`src/rtl/reg_file.sv`:
```
// -----------------------------------------------------------------------------
// reg_file
//   32-entry integer register file for the RV32I datapath. The two combinational
//   read ports feed ALU operands a (rs1) and b (rs2). The single synchronous
//   write-back port accepts the ALU result or load data. A third combinational
//   read port is provided for debug and testbench inspection.
//
//   x0 has no storage: every read of address 0 returns zero, and writes to it
//   are dropped. With BYPASS=1, a write that is being committed on the coming
//   edge is forwarded to any read port addressing the same register. This is
//   write-first behaviour, so a dependent instruction in the same cycle sees
//   the new value. The debug port always shows stored contents.
//
// Parameters
//   XLEN    data width of every register and data port
//   NREGS   number of architectural registers (fixed at 32: 5-bit addresses)
//   BYPASS  1: forward same-cycle write data to rs1/rs2; 0: stored data only
//
// Ports
//   clk       in   1     rising-edge clock
//   rst_n     in   1     synchronous reset, active low (clears x1..x31)
//   rs1_addr  in   5     read port 1 address (ALU operand a)
//   rs2_addr  in   5     read port 2 address (ALU operand b)
//   rs1_data  out  XLEN  read port 1 data, combinational
//   rs2_data  out  XLEN  read port 2 data, combinational
//   rd_we     in   1     write-back enable
//   rd_addr   in   5     write-back address
//   rd_data   in   XLEN  write-back data
//   dbg_addr  in   5     debug read address
//   dbg_data  out  XLEN  debug read data, combinational, never bypassed
// -----------------------------------------------------------------------------
module reg_file #(
  parameter int XLEN   = 32,
  parameter int NREGS  = 32,
  parameter bit BYPASS = 1'b1
) (
  input  logic            clk,
  input  logic            rst_n,
  input  logic [4:0]      rs1_addr,
  input  logic [4:0]      rs2_addr,
  output logic [XLEN-1:0] rs1_data,
  output logic [XLEN-1:0] rs2_data,
  input  logic            rd_we,
  input  logic [4:0]      rd_addr,
  input  logic [XLEN-1:0] rd_data,
  input  logic [4:0]      dbg_addr,
  output logic [XLEN-1:0] dbg_data
);

  // Storage for x1..x(NREGS-1) only. Because x0 has no entry, no write can
  // ever make it non-zero.
  logic [XLEN-1:0] regs [1:NREGS-1];

  // A write commits on the next edge only when reset is released and the
  // target is not x0. The bypass path uses the same qualifier, so a reset
  // cycle or an x0 write is never forwarded.
  logic wr_commit;

  assign wr_commit = rst_n && rd_we && (rd_addr != 5'd0);

  // ---------------------------------------------------------------------------
  // Write port and synchronous reset
  // ---------------------------------------------------------------------------
  // NOTE: every register is cleared by reset because software may rely on
  // zeroed registers after reset. As a result this array maps to flops, not to
  // a RAM macro. A RAM cannot clear all of its words in a single cycle.
  always_ff @(posedge clk) begin
    if (!rst_n) begin
      for (int i = 1; i < NREGS; i++) begin
        // NOTE: state is updated with non-blocking assignments. Every block
        // then samples the pre-edge value, with no race between processes.
        regs[i] <= '0;
      end
    end else if (wr_commit) begin
      regs[rd_addr] <= rd_data;
    end
  end

  // ---------------------------------------------------------------------------
  // Stored-value lookup for each read port (address 0 reads as zero)
  // ---------------------------------------------------------------------------
  logic [XLEN-1:0] rs1_stored;
  logic [XLEN-1:0] rs2_stored;

  always_comb begin
    // NOTE: defaults are assigned first so that every path drives every
    // output. Otherwise synthesis infers a latch for the x0 case.
    rs1_stored = '0;
    rs2_stored = '0;
    dbg_data   = '0;
    if (rs1_addr != 5'd0) rs1_stored = regs[rs1_addr];
    if (rs2_addr != 5'd0) rs2_stored = regs[rs2_addr];
    if (dbg_addr != 5'd0) dbg_data   = regs[dbg_addr];
  end

  // ---------------------------------------------------------------------------
  // Operand ports, with optional write-first forwarding
  // ---------------------------------------------------------------------------
  generate
    if (BYPASS) begin : g_bypass
      // Each port is compared separately, so both ports may forward in the
      // same cycle. wr_commit already excludes x0, so a port addressing x0
      // keeps reading zero.
      logic rs1_hit;
      logic rs2_hit;

      assign rs1_hit = wr_commit && (rd_addr == rs1_addr);
      assign rs2_hit = wr_commit && (rd_addr == rs2_addr);

      always_comb begin
        rs1_data = rs1_stored;
        rs2_data = rs2_stored;
        if (rs1_hit) rs1_data = rd_data;
        if (rs2_hit) rs2_data = rd_data;
      end
    end else begin : g_no_bypass
      // A same-cycle write becomes visible one cycle later, from storage.
      always_comb begin
        rs1_data = rs1_stored;
        rs2_data = rs2_stored;
      end
    end
  endgenerate

endmodule

```
`config.mk`:
```
export PLATFORM = sky130hd
export DESIGN_NAME = reg_file
export DESIGN_NICKNAME = d
export VERILOG_FILES = /design/src/rtl/reg_file.sv
export SDC_FILE = /design/constraint.sdc
export NUM_CORES = 2
export LEC_CHECK = 0
export CAP_MARGIN = 40
export CORE_MARGIN = 3
export CORE_UTILIZATION = 40
export DETAILED_ROUTE_END_ITERATION = 16
export PLACE_DENSITY = 0.56
export SLEW_MARGIN = 40
export SYNTH_ARGS = -nofsm -noshare
export SYNTH_HDL_FRONTEND = slang
export SYNTH_SLANG_ARGS = --single-unit
export TNS_END_PERCENT = 1
```
`constraint.sdc`:
```
create_clock -name clk -period 9 [get_ports clk]
set_input_delay 1.8 -clock clk [delete_from_list [all_inputs] [get_ports clk]]
set_output_delay 1.8 -clock clk [all_outputs]
set_load 0.1 [all_outputs]
```
* After elaboration in Yosys (flattened, before gate mapping)
Memory sizes are Yosys's and may differ from the RTL's.
Cells that the tools add are included.
** Operators by class
- Eq/ne operators :: 2
- Mux-type cells :: 12
- Reductions and logical operators :: 9
** Operators by type and width (number)
- 2-to-1 mux 32 bit :: 6
- OR reduction 32 bit :: 1
- nonzero test 5 bit :: 4
- equality test 5 bit :: 2
- 2-to-1 mux 1 bit :: 5
- 2-to-1 mux 5 bit :: 1
- logical AND 1 bit :: 4
** Word-level totals
- Bits in registers :: 0
- Bits in writable memories :: 992
- Input bits :: 55
- Logic and storage cells :: 24
- Memories :: 1
** Memory list
- regs :: depth 31, width 32, rd ports 3, clocked after memory_dff 0, write ports 31, line 52 : logic [XLEN-1:0] regs [1:NREGS-1];

* Logic depth before layout (Yosys ltp)
- Depth in word-level cells :: 7
- Depth in mapped cells :: 10
- Gate-level depth less buffers :: 5

* Worst setup path before layout
Ideal clock, no wire load.
- Kind :: input -> output
- Start :: in rd_addr[3]
- End :: out rs1_data[1]
- Data arrival time :: 5.425 ns
- Setup slack :: 1.775 ns
- Stages :: 7
- Buffers on the path :: 2
- Path through :: buf_4 or3_4 buf_6 o311ai_4 nor3_2 or4_1 o21ai_0
** On the way
- Word-level cells in the longest chain between the ends :: 4
- Elaborated cells between the ends (all ways) :: 5
- Classes of those cells :: eq/ne (1); mux (1); reduce/logical (3)
** Ends and longest elaborated chain
- start, declared :: line 44 : input logic [4:0] rd_addr,
- nonzero test 5 bit :: line 59 : assign wr_commit = rst_n && rd_we && (rd_addr != 5'd0);
- logical AND 1 bit :: line 59
- logical AND 1 bit * :: line 107 : assign rs1_hit = wr_commit && (rd_addr == rs1_addr);
- 2-to-1 mux 32 bit * :: line 113 : if (rs1_hit) rs1_data = rd_data;
- end, declared :: line 41 : output logic [XLEN-1:0] rs1_data,
Every way passes the cells marked *; elsewhere a longest branch is shown, timed or not.

* Worst setup path in the final report
- Start :: in rd_addr[2]
- End :: out rs2_data[20]
** On the way
- Word-level cells in the longest chain between the ends :: 4
- Elaborated cells between the ends (all ways) :: 5
- Classes of those cells :: eq/ne (1); mux (1); reduce/logical (3)
** Ends and longest elaborated chain
- nonzero test 5 bit :: line 59
- logical AND 1 bit :: line 59
- logical AND 1 bit * :: line 108 : assign rs2_hit = wr_commit && (rd_addr == rs2_addr);
- 2-to-1 mux 32 bit * :: line 114 : if (rs2_hit) rs2_data = rd_data;
- end, declared :: line 42 : output logic [XLEN-1:0] rs2_data,
Marks and branches as above.

==> results.md <==
Hold path:
- Along the worst hold path, the cell count comes to 1.
- In this run the worst hold path is classified as input pin to flip-flop.
- The startpoint of the worst hold path is rd_data[3].
- The path with the worst hold slack has its endpoint at regs[0][3]$_DFFE_PP_.

CTS:
- The TritonCTS clock tree is done.
- The number of clock sinks seen by CTS is between 1000 and 1500.
- Once the clock tree was built, the setup fixing pass inserted 0 buffers.
- The H-tree depth reported by CTS is 3.
- Clock tree synthesis selected as its root buffer the cell sky130_fd_sc_hd__clkbuf_16.
- The clock-pin slew reported for the worst setup and hold paths after clock tree synthesis is around 60 ps.
- No sink is reached through more buffers than the 3 on the longest clock path.
- Buffers inserted to repair hold after CTS numbered 0.
- The number of gates resized after CTS was 0.
- In this run, CTS created clock tree buffers numbering between 100 and 150.

Critical path:
- Along the worst path, the maximum fanout reaches 18.
- The kind of critical path is input pin to output pin.
- STA classifies the critical path startpoint as an input pin.
- Data on the critical path is required at its endpoint by approximately 7000 ps.
- STA classifies the critical path endpoint as an output pin.
- The critical path arrival is between 5000 and 6000 ps.

Global routing:
- Entering global routing, the biggest net connects between 70 and 80 pins.
- The first global-routing pass estimated between 300000 and 400000 um of wire.
- The number of antenna violations at the first check in global routing came to 27.
- For this run, the total global-route usage over all layers was measured as roughly 34%.
- The via count of the first global-routing pass came to about 45000.
- For this run the aggregate overflow at the end of global routing stands at 0.

Run status:
- The run finished with clean final reports.

STA:
- The smallest clock period supported by the final layout is computed as 7540 ps.
- The final total negative setup slack is 0 ps.
- Of the available clock period, the critical path in the final layout requires ~84%.
- The number of hold violations in the final report is 0.
- In the post-route analysis, the smallest setup slack over all paths is 1460 ps.
- The tightest hold path in the finished design has a slack of roughly 1700 ps.
- The number of pins exceeding their max-slew limit in the final report came to 0.
- Setup violations remaining at the end of the flow were counted as 0.
- Setup repair after global routing left no endpoint under its margin.
- The worst-margin pin slew is roughly 950 ps.
- The worst pin sits at a relative slew slack of around 37%.
- The upper clock frequency limit is 0.133 GHz.

Yosys:
- The mean post-synth cell area is 13.6 sq um.
- In the post-synthesis netlist, the biggest area contributors are sky130_fd_sc_hd__edfxtp_1 (48%), sky130_fd_sc_hd__mux4_2 (20%), sky130_fd_sc_hd__and2_1 (9.7%).
- The netlist area before placement is between 60000 and 70000 sq um.
- The gate count after technology mapping is 4714.
- The post-synthesis sequential area ratio is approximately 48%.
- Among all cell types in the netlist, the one instantiated most often is sky130_fd_sc_hd__edfxtp_1.
- The synthesized design spends more area on one cell type than any other, namely sky130_fd_sc_hd__edfxtp_1.
- Synthesis inferred ~1000 register bits.
- The most used flip-flop cell after synthesis is sky130_fd_sc_hd__edfxtp_1.
- The fraction of registers with async set or reset after synthesis is 0%.
- The synthesized design contains between 1000 and 1500 enable-type register cells.
- During synthesis, Yosys emitted a total of 0 warnings.
- Yosys mapped the design onto 44 distinct sky130hd cell types.
- The top cell type by area accounts for 47.9% of the synthesized area.
- Sorting the synthesized cells by how often they occur yields sky130_fd_sc_hd__edfxtp_1 (1024), sky130_fd_sc_hd__and2_1 (994), sky130_fd_sc_hd__mux4_2 (576).

Place:
- Input and output buffers added on the ports amount to 150.
- In this run the cell area measured after placement is a little under 70000 sq um.
- OpenSTA, run right after detailed placement, puts the worst setup slack at 1660 ps.
- Once detailed placement completed, the half-perimeter wirelength came to about 170000 um.
- The total instance count after detailed placement is roughly 6700.
- At the end of routability-driven placement, the weighted congestion stood at ~0.9.

Power and ir drop:
- The power spent charging and discharging nets is a little over 4 mW.
- The switching part of the total power is between 30% and 40%.
- The static leakage is 25.7 nW.
- The largest vdd supply drop is approximately 0.00016 V.
- The clock power share is a little under two fifths.
- The cell-internal power is around 9.4 mW.
- The post-layout total power is around 14 mW.
- In this run the power density over the cells is around 190 nW/um^2.
- The logic gate share of total power is 20.2%.
- Registers are responsible for 42.2% of the overall power.

Drt:
- Once detail routing completed, the nets flagged for antenna violations numbered 0.
- The number of detailed-routing iterations run before antenna repair is 6.
- The detail-routed net length per standard cell is between 40 and 50 um.
- In the routed layout, each cell is associated on average with a via count of approximately 7.
- The routed layout has around 48000 vias.
- The final routed DRC violation total is 0.
- The starting DRC count in detailed routing is ~8000.
- The final wirelength is around 280000 um.

Layout:
- Excluding fillers, the count of instances in the completed layout stands at between 6000 and 7000.
- In the final layout, the registers with the most flip-flops are regs x1024.
- Counting the fill cells in the layout gives approximately 14000.
- The area occupied by multi-input gates is approximately 32000 sq um.
- The post-synthesis to final-layout area growth is 13.5%.
- The final design area excluding fillers is between 70000 and 80000 sq um.
- The count of nets after finishing is ~4800.
- The share of cells above drive strength 1 is 27.0%.
- Ranked by flip-flop count, first place goes to regs.
- The core utilization of the finished layout is roughly 46%.
- The register area is 30700 sq um.
- The number of flip-flops in the largest register is around 1000.

Floorplan:
- The starting density of the core is 40.4%.
- Row generation in the floorplan step produced around 150 rows.
- The area of the core region is 159000 sq um.
- The horizontal extent of the die is ~410 um.
- The area of the die is around 170000 sq um.
- The total I/O pin count is around 150.
- The die is 407 um tall.

Run:
- The count of max-cap constraint violations is 0.
-- layout by cell type (no fill, tap or decap), types with 19 or more instances in the layout --
| cell | count |
|---|---|
| sky130_fd_sc_hd__edfxtp_1 | 1024 |
| sky130_fd_sc_hd__and2_1 | 993 |
| sky130_fd_sc_hd__mux4_2 | 576 |
| sky130_fd_sc_hd__mux2i_1 | 490 |
| sky130_fd_sc_hd__buf_4 | 277 |
| sky130_fd_sc_hd__a22oi_1 | 163 |
| sky130_fd_sc_hd__a21oi_1 | 147 |
| sky130_fd_sc_hd__clkbuf_16 | 122 |
| sky130_fd_sc_hd__nand2_1 | 98 |
| sky130_fd_sc_hd__mux2_2 | 84 |
| sky130_fd_sc_hd__nand3_1 | 69 |
| sky130_fd_sc_hd__nor2b_1 | 66 |
| sky130_fd_sc_hd__a211oi_1 | 60 |
| sky130_fd_sc_hd__buf_2 | 48 |
| sky130_fd_sc_hd__nor2_4 | 38 |
| sky130_fd_sc_hd__o21ai_0 | 35 |
| sky130_fd_sc_hd__clkdlybuf4s50_1 | 35 |
| sky130_fd_sc_hd__inv_1 | 33 |
| sky130_fd_sc_hd__a32o_1 | 33 |
| sky130_fd_sc_hd__o21ai_1 | 32 |
| sky130_fd_sc_hd__conb_1 | 32 |
| sky130_fd_sc_hd__a221oi_1 | 31 |
| sky130_fd_sc_hd__or4_1 | 31 |
| sky130_fd_sc_hd__o21ai_4 | 31 |
| sky130_fd_sc_hd__nor4_1 | 27 |
| sky130_fd_sc_hd__clkbuf_1 | 25 |
| sky130_fd_sc_hd__clkinv_1 | 22 |
| sky130_fd_sc_hd__diode_2 | 20 |
| sky130_fd_sc_hd__bufinv_16 | 19 |
-- per-layer routing --
metal	vias to the layer above	part of all wire, %	GRT usage, %
met5	-	0.014	0
met4	6	5.3	15.3
met3	812	14	10.9
met2	3891	43	49.2
met1	24600	38	45.1
li1	18400	-	-
-- worst max-delay path: stages --
cell,delay [ps]
sky130_fd_sc_hd__clkdlybuf4s50_1,610
sky130_fd_sc_hd__or3_4,600
sky130_fd_sc_hd__o311ai_4,360
sky130_fd_sc_hd__nor3_4,80
sky130_fd_sc_hd__buf_4,270
sky130_fd_sc_hd__buf_4,290
sky130_fd_sc_hd__or4_1,630
sky130_fd_sc_hd__o21ai_1,650
sky130_fd_sc_hd__buf_4,420
-- cell families (layout without fill, tap and decap cells) --
| family | count (synthesis) | in the layout | share of synthesized area, % |
|---|---|---|---|
| simple gates | 1377 | 1377 | 12.8 |
| mux | 1150 | 1150 | 29.3 |
| flops | 1024 | 1024 | 47.9 |
| compound gates | 583 | 583 | 6.08 |
| buf+inv | 569 | 656 | 3.75 |
| xor+xnor | 10 | 10 | 0.136 |
| other cells | 1 | 52 | 0.00584 |
-- worst max path at each step --
stage	cells after the start	startpoint	end	slack [ps]
after global placement	8	rd_addr[3]	rs2_data[29]	1340
after detailed placement	9	rd_addr[2]	rs2_data[20]	1660
after global routing	9	rd_addr[2]	rs2_data[20]	1440
after CTS	9	rd_addr[2]	rs2_data[20]	1660
after floorplan	7	rd_addr[3]	rs1_data[1]	1780
final	9	rd_addr[2]	rs2_data[20]	1460
-- power by group through the flow --
| stage | Combinational [mW] | Clock, mW | Sequential, mW |
|---|---|---|---|
| 2_1_floorplan | 1.76 | 0 | 5.75 |
| 3_3_place_gp | 2.69 | 0 | 5.80 |
| 3_5_place_dp | 2.67 | 0 | 5.82 |
| 4_1_cts | 2.68 | 5.13 | 5.72 |
| 5_1_grt | 2.78 | 5.30 | 5.75 |
| 6_report | 2.74 | 5.10 | 5.73 |
-- layout make-up --
| class | instances | share of cell area, % |
|---|---|---|
| clock inverter | 70 | 1.16 |
| multi-input combinational | 3152 | 43.9 |
| clock buffer | 147 | 4.32 |
| inverter | 33 | 0.170 |
| sequential | 1024 | 42.2 |
| tap | 2072 | 3.56 |
| antenna | 20 | 0.0687 |
| timing repair buffer | 406 | 4.68 |
No activity file was read; power rests on OpenSTA's default activity.
